`config.mk`:
```
export PLATFORM = sky130hd
export DESIGN_NAME = cast_rt_loader_flat
export DESIGN_NICKNAME = d
export VERILOG_FILES = /design/src/rtl/cast_rt_loader_if.sv /design/src/rtl/cast_rt_loader.sv /design/src/flat_wrapper.sv
export SDC_FILE = /design/constraint.sdc
export NUM_CORES = 1
export LEC_CHECK = 0
export CAP_MARGIN = 20
export CELL_PAD_IN_SITES_DETAIL_PLACEMENT = 0
export CELL_PAD_IN_SITES_GLOBAL_PLACEMENT = 1
export CORE_AREA = 2 2 77 79
export CTS_BUF_LIST = sky130_fd_sc_hd__clkbuf_2
export CTS_CLUSTER_SIZE = 10
export DETAILED_ROUTE_END_ITERATION = 8
export DIE_AREA = 0 0 79 81
export HOLD_SLACK_MARGIN = 0.03
export PLACE_DENSITY = 0.8
export SLEW_MARGIN = 20
export SYNTH_ARGS = -nofsm -noshare
export SYNTH_HDL_FRONTEND = slang
export SYNTH_SLANG_ARGS = --single-unit
```
`constraint.sdc`:
```
create_clock -name clk -period 3.1 [get_ports clk]
set_input_delay 0.62 -clock clk [delete_from_list [all_inputs] [get_ports clk]]
set_output_delay 0.62 -clock clk [all_outputs]
set_load 0.02 [all_outputs]
```
`src/rtl/cast_rt_loader_if.sv`:
```
// Config-stream and route-table-write bundle for the multicast route-table loader.
// The master side feeds config words and observes writes/status; the slave side
// is the loader itself.
interface cast_rt_loader_if #(
   parameter int CN    = 5,
   parameter int DEPTH = 16
);
   localparam int AW = $clog2(DEPTH);

   logic              cfg_valid;
   logic              cfg_ready;
   logic [15:0]       cfg_data;
   logic              cfg_last;
   logic              wr_en;
   logic [AW-1:0]     wr_addr;
   logic [10+CN-1:0]  wr_data;
   logic              busy;
   logic              done;
   logic              err;
   logic [AW:0]       entry_count;

   modport master (
      output cfg_valid, cfg_data, cfg_last,
      input  cfg_ready, wr_en, wr_addr, wr_data, busy, done, err, entry_count
   );

   modport slave (
      input  cfg_valid, cfg_data, cfg_last,
      output cfg_ready, wr_en, wr_addr, wr_data, busy, done, err, entry_count
   );
endinterface

```
`src/rtl/cast_rt_loader.sv`:
```
// Multicast route-table loader: parses config packets (LOAD / CLEAR / illegal)
// arriving as 16-bit words and issues registered route-table writes of
// {candidate mask, stream_id}. Errors are sticky until the next header.
module cast_rt_loader #(
   parameter int CN    = 5,
   parameter int DEPTH = 16
) (
   input logic               clk,
   input logic               rst,
   cast_rt_loader_if.slave   bus
);
   localparam int              AW        = $clog2(DEPTH);
   localparam int              EW        = 10 + CN;
   localparam logic [AW:0]     FULL      = (AW+1)'(DEPTH);
   localparam logic [AW-1:0]   LAST_ADDR = AW'(DEPTH - 1);
   localparam logic [9:0]      RSVD_ID   = 10'h3FF;
   localparam logic [3:0]      OP_LOAD   = 4'hA;
   localparam logic [3:0]      OP_CLEAR  = 4'hC;

   typedef enum logic [2:0] {
      IDLE,
      LOAD_ID,
      LOAD_MASK,
      CLEAR,
      DRAIN
   } state_t;

   state_t          state, state_nxt;
   logic            wr_en_r, wr_en_nxt;
   logic [AW-1:0]   wr_addr_r, wr_addr_nxt;
   logic [EW-1:0]   wr_data_r, wr_data_nxt;
   logic            done_r, done_nxt;
   logic            err_r, err_nxt;
   logic [AW:0]     cnt_r, cnt_nxt;
   logic [AW-1:0]   clr_addr, clr_nxt;
   logic            skip, skip_nxt;
   logic [9:0]      pend_id, id_nxt;

   logic            cfg_ready;
   logic            xfer;
   logic [3:0]      opcode;
   logic            last;
   logic            unused_hdr;

   function automatic logic [EW-1:0] pack_entry(input logic [CN-1:0] mask,
                                                input logic [9:0]    id);
      return {mask, id};
   endfunction

   // The loader takes words everywhere except while sweeping the table.
   assign cfg_ready  = !rst && (state != CLEAR);
   assign xfer       = bus.cfg_valid && cfg_ready;
   assign opcode     = bus.cfg_data[15:12];
   assign last       = bus.cfg_last;
   assign unused_hdr = ^bus.cfg_data[11:10];

   assign bus.cfg_ready   = cfg_ready;
   assign bus.wr_en       = wr_en_r;
   assign bus.wr_addr     = wr_addr_r;
   assign bus.wr_data     = wr_data_r;
   assign bus.done        = done_r;
   assign bus.err         = err_r;
   assign bus.entry_count = cnt_r;
   assign bus.busy        = (state != IDLE);

   // Next-state and next-output decode for the packet parser.
   always_comb begin
      state_nxt   = state;
      wr_en_nxt   = 1'b0;
      wr_addr_nxt = wr_addr_r;
      wr_data_nxt = wr_data_r;
      done_nxt    = 1'b0;
      err_nxt     = err_r;
      cnt_nxt     = cnt_r;
      clr_nxt     = clr_addr;
      skip_nxt    = skip;
      id_nxt      = pend_id;

      case (state)
         IDLE: begin
            if (xfer) begin
               if (opcode == OP_LOAD) begin
                  err_nxt = 1'b0;
                  cnt_nxt = '0;
                  if (last) begin
                     done_nxt = 1'b1;
                  end else begin
                     state_nxt = LOAD_ID;
                  end
               end else if (opcode == OP_CLEAR) begin
                  err_nxt   = 1'b0;
                  clr_nxt   = '0;
                  state_nxt = CLEAR;
               end else begin
                  err_nxt = 1'b1;
                  if (!last) begin
                     state_nxt = DRAIN;
                  end
               end
            end
         end

         LOAD_ID: begin
            if (xfer) begin
               if (cnt_r == FULL) begin
                  // Table already full: refuse the entry and flush the rest.
                  err_nxt   = 1'b1;
                  state_nxt = last ? IDLE : DRAIN;
               end else if (last) begin
                  // Packet ended on an id word: truncated, nothing written.
                  err_nxt   = 1'b1;
                  state_nxt = IDLE;
               end else begin
                  id_nxt    = bus.cfg_data[9:0];
                  skip_nxt  = (bus.cfg_data[9:0] == RSVD_ID);
                  if (bus.cfg_data[9:0] == RSVD_ID) begin
                     err_nxt = 1'b1;
                  end
                  state_nxt = LOAD_MASK;
               end
            end
         end

         LOAD_MASK: begin
            if (xfer) begin
               if (!skip) begin
                  wr_en_nxt   = 1'b1;
                  wr_addr_nxt = cnt_r[AW-1:0];
                  wr_data_nxt = pack_entry(bus.cfg_data[CN-1:0], pend_id);
                  cnt_nxt     = cnt_r + (AW+1)'(1);
               end
               if (last) begin
                  done_nxt  = 1'b1;
                  state_nxt = IDLE;
               end else begin
                  state_nxt = LOAD_ID;
               end
            end
         end

         CLEAR: begin
            wr_en_nxt   = 1'b1;
            wr_addr_nxt = clr_addr;
            wr_data_nxt = pack_entry('0, RSVD_ID);
            if (clr_addr == LAST_ADDR) begin
               done_nxt  = 1'b1;
               cnt_nxt   = '0;
               state_nxt = IDLE;
            end else begin
               clr_nxt = clr_addr + AW'(1);
            end
         end

         DRAIN: begin
            if (xfer && last) begin
               state_nxt = IDLE;
            end
         end

         default: begin
            state_nxt = IDLE;
         end
      endcase
   end

   // Control state and registered outputs; reset aborts any packet or sweep.
   always_ff @(posedge clk or posedge rst) begin
      if (rst) begin
         state     <= IDLE;
         wr_en_r   <= 1'b0;
         wr_addr_r <= '0;
         wr_data_r <= '0;
         done_r    <= 1'b0;
         err_r     <= 1'b0;
         cnt_r     <= '0;
         clr_addr  <= '0;
         skip      <= 1'b0;
      end else begin
         state     <= state_nxt;
         wr_en_r   <= wr_en_nxt;
         wr_addr_r <= wr_addr_nxt;
         wr_data_r <= wr_data_nxt;
         done_r    <= done_nxt;
         err_r     <= err_nxt;
         cnt_r     <= cnt_nxt;
         clr_addr  <= clr_nxt;
         skip      <= skip_nxt;
      end
   end

   // Pending stream_id is pure data and only meaningful after an id word.
   always_ff @(posedge clk) begin
      pend_id <= id_nxt;
   end
endmodule

```
`src/flat_wrapper.sv`:
```
// flat-port wrapper written by rule: the top's interface ports become plain ports
module cast_rt_loader_flat 
#(
   parameter int CN    = 5,
   parameter int DEPTH = 16
)
  (clk, rst, bus_cfg_valid, bus_cfg_data, bus_cfg_last, bus_cfg_ready, bus_wr_en, bus_wr_addr, bus_wr_data, bus_busy, bus_done, bus_err, bus_entry_count);
  cast_rt_loader_if #(.CN(CN), .DEPTH(DEPTH)) bus_i ();
  input logic clk;
  input logic rst;
  input wire logic [$bits(bus_i.cfg_valid)-1:0] bus_cfg_valid;
  input wire logic [$bits(bus_i.cfg_data)-1:0] bus_cfg_data;
  input wire logic [$bits(bus_i.cfg_last)-1:0] bus_cfg_last;
  output wire logic [$bits(bus_i.cfg_ready)-1:0] bus_cfg_ready;
  output wire logic [$bits(bus_i.wr_en)-1:0] bus_wr_en;
  output wire logic [$bits(bus_i.wr_addr)-1:0] bus_wr_addr;
  output wire logic [$bits(bus_i.wr_data)-1:0] bus_wr_data;
  output wire logic [$bits(bus_i.busy)-1:0] bus_busy;
  output wire logic [$bits(bus_i.done)-1:0] bus_done;
  output wire logic [$bits(bus_i.err)-1:0] bus_err;
  output wire logic [$bits(bus_i.entry_count)-1:0] bus_entry_count;
  assign bus_i.cfg_valid = bus_cfg_valid;
  assign bus_i.cfg_data = bus_cfg_data;
  assign bus_i.cfg_last = bus_cfg_last;
  assign bus_cfg_ready = bus_i.cfg_ready;
  assign bus_wr_en = bus_i.wr_en;
  assign bus_wr_addr = bus_i.wr_addr;
  assign bus_wr_data = bus_i.wr_data;
  assign bus_busy = bus_i.busy;
  assign bus_done = bus_i.done;
  assign bus_err = bus_i.err;
  assign bus_entry_count = bus_i.entry_count;
  cast_rt_loader #(.CN(CN), .DEPTH(DEPTH)) u_core (.clk(clk), .rst(rst), .bus(bus_i));
endmodule
```
* Word-level counts from Yosys, hierarchy flattened
Index checks and enable logic that the tools add are counted.
Word-level totals: input port bits 20, register bits 45, word-level logic and storage cells 101
Operators by class: bitwise logic cells 2, reductions and logical operators 16, multiplexer cells 48, equal/unequal tests 23, add/subtract/negate cells 2
Operators with widths (number):
- 3-bit 2-to-1 mux | 11
- 15-bit 2-to-1 mux | 2
- 15-bit case mux with 2 select lines | 1
- 5-bit 2-to-1 mux | 5
- 4-bit 2-to-1 mux | 6
- 4-bit case mux with 2 select lines | 2
- 1-bit 2-to-1 mux | 15
- 3-bit case mux with 5 select lines | 1
- 5-bit case mux with 3 select lines | 1
- 2-bit by 1-bit != test with 1-bit output (second input constant) | 7
- 4-bit == test (second input constant) | 3
- 10-bit == test (second input constant) | 1
- 4-bit AND reduction | 2
- 7-bit AND reduction | 1
- 3-bit by 2-bit == test with 1-bit output (second input constant) | 2
- 2-bit != test (second input constant) | 3
- 3-bit by 2-bit != test with 1-bit output (second input constant) | 2
- 6-bit AND reduction | 1
- 2-bit nonzero test | 3
- 3-bit nonzero test | 2
- 5-bit by 1-bit adder with 5-bit output (second input constant) | 1
- 5-bit == test (second input constant) | 1
- 5-bit AND reduction | 1
- 4-bit by 1-bit adder with 4-bit output (second input constant) | 1
- other kinds (12) | 16

* Longest topological paths before layout
Gate-level depths: netlist of run 1.
depth after elaboration 6, depth in mapped cells 6, gate-level depth less buffers 6

* Least setup slack after synthesis of run 1
No wires, ideal clock.
kind reg2reg, start register u_core.cnt_r[0] (netlist: u_core.bus.entry_count[0]), end register u_core.skip, slack 0.758 ns, cell stages (with the launch flop) 7, data arrival time 2.215 ns, required time 2.973 ns, clock period less this slack 2.342 ns, path buffers 0, path through dfrtp_1 inv_1 ha_1 nor4bb_1 or4_1 nor3_2 mux2_1
Between the ends: word-level cells in the longest chain between the ends 3
RTL lines:
- start: declaration | line cast_rt_loader.sv:34 | logic [AW:0] cnt_r, cnt_nxt;
- start signal: assignment | line cast_rt_loader.sv:185 | cnt_r <= cnt_nxt;
- 5-bit == test | line cast_rt_loader.sv:105 | if (cnt_r == FULL) begin
- 1-bit inverter (no source line)
- 4-bit AND reduction (no source line)
- end signal: assignment | line cast_rt_loader.sv:187 | skip <= skip_nxt;
- end: declaration | line cast_rt_loader.sv:36 | logic skip, skip_nxt;
Every way passes these cells. A chain may end at the register's enable or synchronous reset.

* Worst setup path in the final report of run 1
start register u_core.state[1], end output port bus_busy
Between the ends: word-level cells in the longest chain between the ends 1
RTL lines:
- start: declaration | line cast_rt_loader.sv:28 | state_t state, state_nxt;
- start signal: assignment | line cast_rt_loader.sv:179 | state <= state_nxt;
- 3-bit nonzero test | line cast_rt_loader.sv:64 | assign bus.busy = (state != IDLE);
- end: declaration | line flat_wrapper.sv:18 | output wire logic [$bits(bus_i.busy)-1:0] bus_busy;
Every way passes these cells.

==> metrics.cfg, run 1 <==
[logic_synthesis]
synth.distinct_cells=44
synth_flop_cell=dfrtp_1
yosys_warnings=0
syn_area_mm2=0.00210
yosys.area.top_type=dfrtp_1
synth-edff-count=10
seq_area_frac_synth=0.561
ys_async_sr_fraction=0.778
syn-num-nets=233
syn_avg_cell_area_um2=9.99
synth-seq-cells=45
syn-instance-count=210
synth_area_leaders=dfrtp_1, edfxtp_1, nand2_1
yosysTopAreaCellShare=0.417

[critical_path]
critical_path.endpoint_type=output pin
timing.reg2reg.setup_slack_ns=0.85
critPathMaxFanout=17
r2r_start=u_core.state[1]
cp_cell_sequence=nor3_1, inv_1, clkdlybuf4s50_1
cp_slowest_cell=dfrtp_1
start_kind=flip-flop
cp.arrival_ns=2.03
path_class=flip-flop to output pin
reg2reg_to=u_core.bus.wr_addr[2]
crit_buf_inv=2
crit_family=buffers and inverters
worstPathRequired_ns=2.48
slowest_delay_ns=0.62
worstRegToRegCells=4

[route]
drt_iter0_markers=111
drc=0
ant_nets=0
wl_per_cell_um=14.4
dr_total_vias=1737
first_pass_iters=4
finalWirelength_um=4800
post_drt_via_cell_ratio=5.20

[sta]
worst_pin_slew_ns=0.652
fmax_ghz=0.377
fin_crit_sh=0.856
finalHoldViolCount=0
skew_ns=0.0157
rsz0062_at_grt=false
maxSlewViolCount=0
finalSetupViolCount=0
max-slew-margin-rel=0.565
setup_tns_ns=0
fin_hold_ws_ns=0.467
min_period_ns=2.65

[global_routing]
grt_antenna_before_repair=0
grt_overflow=0
grt_max_degree=24
grt_pass1_wl_um=8090
track_usage=0.164
grt_pass1_vias=1650

[die]
chipHeight_um=81
row_count=28
ios=49
die-area_mm2=0.00640
core_area_mm2=0.00568
die_w_um=79
floorplan.initialDensity=0.370

[clock_network]
root_buffer=clkbuf_2
clock_sinks=45
clockBufferDepth=2
cts_buffers=5
post_cts_buffers=0
worstSkewPairLatency_ns=0.40
cts.clk_slew.worst_paths_ns=0.22
postCtsHoldBufs=0
cts_resized=0
htree_levels=2
cts_tree=done

[placed_design]
gp_congestion=0.865
placed_area_mm2=0.00266
hpwlAfterDp_um=3470
numPortBuffers=46
dp_cells=326

[pwr]
ir_drop_uv=293
power_leakage_nw=1.11
power_density_mw_per_mm2=895

[cells_and_area]
drive_gt1_frac=0.0656
num_antenna_cells=0
layout_common_cells=clkdlybuf4s50_1, nand2_1, dfrtp_1
nNetsFinal=281
stdcell_count=334
final_common_cell=clkdlybuf4s50_1
area_delta_synth_final_pct=29.8
finish.instance_area_mm2=0.00272

[worst_hold_path]
hold_path.class=flip-flop to flip-flop
hold_path_end=u_core.bus.wr_data[3]
hp-start=u_core.pend_id[3]
min_path_cells=2

[job]
cap_violations=0

[outcome]
status=completed

## synthesized netlist by cell type, types with 3 or more instances
cell type  instances
edfxtp_1          10
nand3_1           12
o41ai_1            3
o22ai_1            3
o21ai_1           15
nor2_1            10
ha_1               3
nand4_1            3
inv_1              6
nor3_1             7
a31oi_1            3
dfrtp_1           35
nor2b_1            3
nand2b_1           3
nand3b_1           3
clkbuf_1           8
nand2_1           45
## how the worst max path moves through the flow
stage	depth (start not counted)	endpoint	slack [ns]	startpoint
after floorplan	6	u_core.skip	0.76	u_core.bus.entry_count[0]
after global placement	5	u_core.clr_addr[3]	0.49	rst
after detailed placement	5	u_core.clr_addr[3]	0.50	rst
after CTS	3	bus_busy	0.43	u_core.state[1]
after global routing	3	bus_busy	0.25	u_core.state[2]
final	3	bus_busy	0.45	u_core.state[1]
## registers in the layout, summed over array words and instances, names as in the netlist
register                cells
u_core.bus.wr_addr          4
u_core.bus.done             1
u_core.bus.entry_count      5
u_core.pend_id             10
u_core.bus.wr_en            1
u_core.bus.wr_data         15
u_core.skip                 1
u_core.clr_addr             4
u_core.state                3
u_core.bus.err              1
## where the power goes
part / total [mW] / internal (mW) / switching (mW)
clock network: 0.325 / 0.141 / 0.184
registers: 0.994 / 0.800 / 0.195
logic: 1.12 / 0.529 / 0.589
total: 2.44 / 1.47 / 0.968
## per-stage QoR
stage          setup WS, ns  utilization  power (mW)
2_1_floorplan         0.758            -        1.63
3_3_place_gp          0.489        0.468        2.12
3_5_place_dp          0.499        0.468        2.13
4_1_cts               0.428        0.480        2.47
5_1_grt               0.246        0.480        2.63
6_report              0.446        0.480        2.44
## tightest hold or removal path, cell delays in order, from the launching register on
cell      delay, ns
edfxtp_1       0.37
nand2_1        0.05
nand2_1        0.05
## kinds of logic after synthesis
kind of cell	count (synthesis)	synth area share
AO/OA/AOI/OAI	41	0.130
XOR/XNOR	2	0.00835
adder cells (fa/ha/maj)	3	0.0179
buffers and inverters	16	0.0298
flip-flops	45	0.561
multiplexers	5	0.0256
AND/OR/NAND/NOR	98	0.228
## metal layers
layer	part of all wire	global-route usage
met1	0.47	0.230
met5	0	0
met4	0.016	0.0586
met2	0.47	0.251
met3	0.044	0.0367
## final cells by class
class	count	area (um^2)
fillers	563	2950
flip-flops and latches	45	1180
multi-input cells	149	865
repair buffers	51	498
well taps	75	93.8
clock inverters	2	38.8
clock buffers	6	30.0
inverters	6	22.5
(Power assumes the default switching activity.)
==> inputs of run 2 (changes only) <==
--- a/config.mk
+++ b/config.mk
@@ -13,9 +13,9 @@
 export CTS_CLUSTER_SIZE = 10
 export DETAILED_ROUTE_END_ITERATION = 8
 export DIE_AREA = 0 0 79 81
+export GPL_TIMING_DRIVEN = 0
 export HOLD_SLACK_MARGIN = 0.03
 export PLACE_DENSITY = 0.8
-export SLEW_MARGIN = 20
 export SYNTH_ARGS = -nofsm -noshare
 export SYNTH_HDL_FRONTEND = slang
 export SYNTH_SLANG_ARGS = --single-unit
==> constraint.sdc (replaced) <==
create_clock -name clk -period 3.1 [get_ports clk]
set_input_delay 0.31 -clock clk [delete_from_list [all_inputs] [get_ports clk]]
set_output_delay 0.31 -clock clk [all_outputs]
set_load 0.02 [all_outputs]
==> run 2 against run 1 <==
Count of clock-buffer cells in the layout stayed put. Worst setup slack worse by 0.085 ns. First-iteration DRC count up 15%. Largest cell class unchanged. Critical path type unchanged. Register-to-register slack got worse by 0.26 ns. Largest power group unchanged. Via count rose by 0.69%. Sequential share of layout area decreased by 0.060 points. Global-route usage rose by 1.3 points. Die area is the same. Design area grew 0.14%. Sequential cell count stayed put. Fmax down 3.1%. Utilization increased by 0.066 points.
==> metrics.cfg, run 2 (synthesized netlist as in run 1, its figures left out) <==
[outcome]
status=completed  ; unchanged

[cells_and_area]
fin_util=0.481  ; was 0.480
area_delta_synth_final_pct=30.0  ; was 29.8%
nNetsFinal=287  ; was 281
layout_common_cells=clkdlybuf4s50_1, nand2_1, dfrtp_1  ; unchanged
num_antenna_cells=0  ; unchanged
final_common_cell=clkdlybuf4s50_1  ; unchanged
drive_gt1_frac=0.0604  ; was 0.0656
stdcell_count=340  ; was 334
largest_reg_flops=15  ; unchanged

[die]
row_count=28  ; unchanged
ios=49  ; unchanged
die-area_mm2=0.00640  ; unchanged
core_area_mm2=0.00568  ; unchanged
chipHeight_um=81  ; unchanged
die_w_um=79  ; unchanged
floorplan.initialDensity=0.370  ; unchanged

[route]
dr_total_vias=1749  ; was 1737
ant_nets=0  ; unchanged
wl_met1_um=2310  ; was 2260 um
drc=0  ; unchanged
drt_iter0_markers=128  ; was 111
finalWirelength_um=5000  ; was 4800 um
post_drt_via_cell_ratio=5.14  ; was 5.20
wl_per_cell_um=14.7  ; was 14.4 um
route.met3.wl_um=172  ; was 212 um
dr.max_layer_used=met4  ; unchanged
wl_met2_um=2460  ; was 2250 um
first_pass_iters=4  ; unchanged

[placed_design]
numPortBuffers=46  ; unchanged
hpwlAfterDp_um=3770  ; was 3470 um
gp_congestion=0.851  ; was 0.865
dp_cells=332  ; was 326

[pwr]
power_leakage_nw=1.10  ; was 1.11 nW
power_density_mw_per_mm2=876  ; was 895 mW/mm^2
ir_drop_uv=317  ; was 293 uV

[sta]
worst_pin_slew_ns=1.15  ; was 0.652 ns
maxSlewViolCount=0  ; unchanged
max-slew-margin-rel=0.233  ; was 0.565
skew_ns=0.0130  ; was 0.0157 ns
rsz0062_at_grt=false  ; unchanged
fmax_ghz=0.365  ; was 0.377 GHz
min_period_ns=2.74  ; was 2.65 ns
finalSetupViolCount=0  ; unchanged
fin_hold_ws_ns=0.382  ; was 0.467 ns
setup_tns_ns=0  ; unchanged
fin_crit_sh=0.884  ; was 0.856
finalHoldViolCount=0  ; unchanged

[clock_network]
root_buffer=clkbuf_2  ; unchanged
clockBufferDepth=2  ; unchanged
cts_tree=done  ; unchanged
htree_levels=2  ; unchanged
clock_sinks=45  ; unchanged
cts_buffers=5  ; unchanged
worstSkewPairLatency_ns=0.42  ; was 0.40 ns
postCtsHoldBufs=0  ; unchanged
cts.clk_slew.worst_paths_ns=0.24  ; was 0.22 ns

[critical_path]
start_kind=flip-flop  ; unchanged
critical_path.endpoint_type=output pin  ; unchanged
timing.reg2reg.setup_slack_ns=0.59  ; was 0.85 ns
path_class=flip-flop to output pin  ; unchanged
critPathMaxFanout=10  ; was 17
cp.arrival_ns=2.43  ; was 2.03 ns
worstRegToRegCells=6  ; was 4
worstPathRequired_ns=2.79  ; was 2.48 ns

[global_routing]
grt_pass1_vias=1763  ; was 1650
grt_pass1_wl_um=8690  ; was 8090 um
grt_overflow=0  ; unchanged
grt_max_degree=19  ; was 24
grt_antenna_before_repair=0  ; unchanged
track_usage=0.176  ; was 0.164

[worst_hold_path]
hold_path.class=input pin to asynchronous set/reset pin  ; was flip-flop to flip-flop

[job]
cap_violations=0  ; unchanged

-- run 2: changes by cell type in the layout (fill, tap and decap cells not counted) --
cell / before / now
bufinv_16: 1 / 0
buf_2: 0 / 2
buf_4: 5 / 0
clkinvlp_4: 0 / 2
nor3_1: 6 / 7
clkinv_4: 1 / 0
clkbuf_1: 0 / 6
nor3_2: 2 / 1
clkbuf_2: 6 / 8
buf_16: 0 / 1
-- run 2: worst paths after layout --
| path | startpoint | endpoint |
|---|---|---|
| worst max-delay path | u_core.state[0] | bus_cfg_ready |
| worst min-delay path | rst | u_core.bus.entry_count[4] |
| worst max register to register | u_core.bus.entry_count[0] | u_core.skip |
| worst min register to register | u_core.pend_id[5] | u_core.bus.wr_data[5] |
| max in group asynchronous | rst | u_core.bus.wr_data[10] |
| min in group clk | bus_cfg_data[1] | u_core.bus.wr_data[11] |
-- run 2: metal layers --
layer | track usage | vias to the layer above
li1 | - | 862
met2 | 0.288 | 42
met5 | 0 | -
met4 | 0.0552 | 0
met3 | 0.0300 | 5
met1 | 0.241 | 840
-- run 2: layout make-up --
class                      count  area, um^2
clock buffer                   6        30.0
timing repair buffer          47         488
tap                           75        93.8
sequential                    45        1180
inverter                       6        22.5
clock inverter                 2        15.0
multi-input combinational    149         860
buffer                        10        42.5
fill                         542        2950
-- run 2: stage by stage --
step	setup WS [ns]	total power, mW	cell area, um^2
after global routing	0.185	2.59	2730
after detailed placement	0.488	2.15	2680
after floorplan	0.758	1.63	2100
after CTS	0.135	2.40	2730
final	0.361	2.39	2730
after global placement	0.485	2.13	2650
-- run 2: report_power, final --
| part | internal (mW) | switching [mW] | leakage [nW] | total [mW] |
|---|---|---|---|---|
| logic | 0.530 | 0.651 | 0.553 | 1.18 |
| clock network | 0.0581 | 0.200 | 0.0252 | 0.258 |
| registers | 0.801 | 0.150 | 0.524 | 0.950 |
| total | 1.39 | 1.00 | 1.10 | 2.39 |
-- run 2: critical path, cell delays in order, from the launching register on --
cell and delay [ns]:
dfrtp_1 0.44, buf_2 0.18, and3b_1 0.21, clkbuf_2 0.21
clkbuf_2 0.24, nor2_1 0.12, clkdlybuf4s50_1 0.61
-- run 2: what timing repair did --
| action | in CTS | in global routing |
|---|---|---|
| gates resized for setup | 1 | 2 |
| setup endpoints to repair | 1 | 1 |
| cloned | 0 | 0 |
| buffers inserted | 0 | 0 |
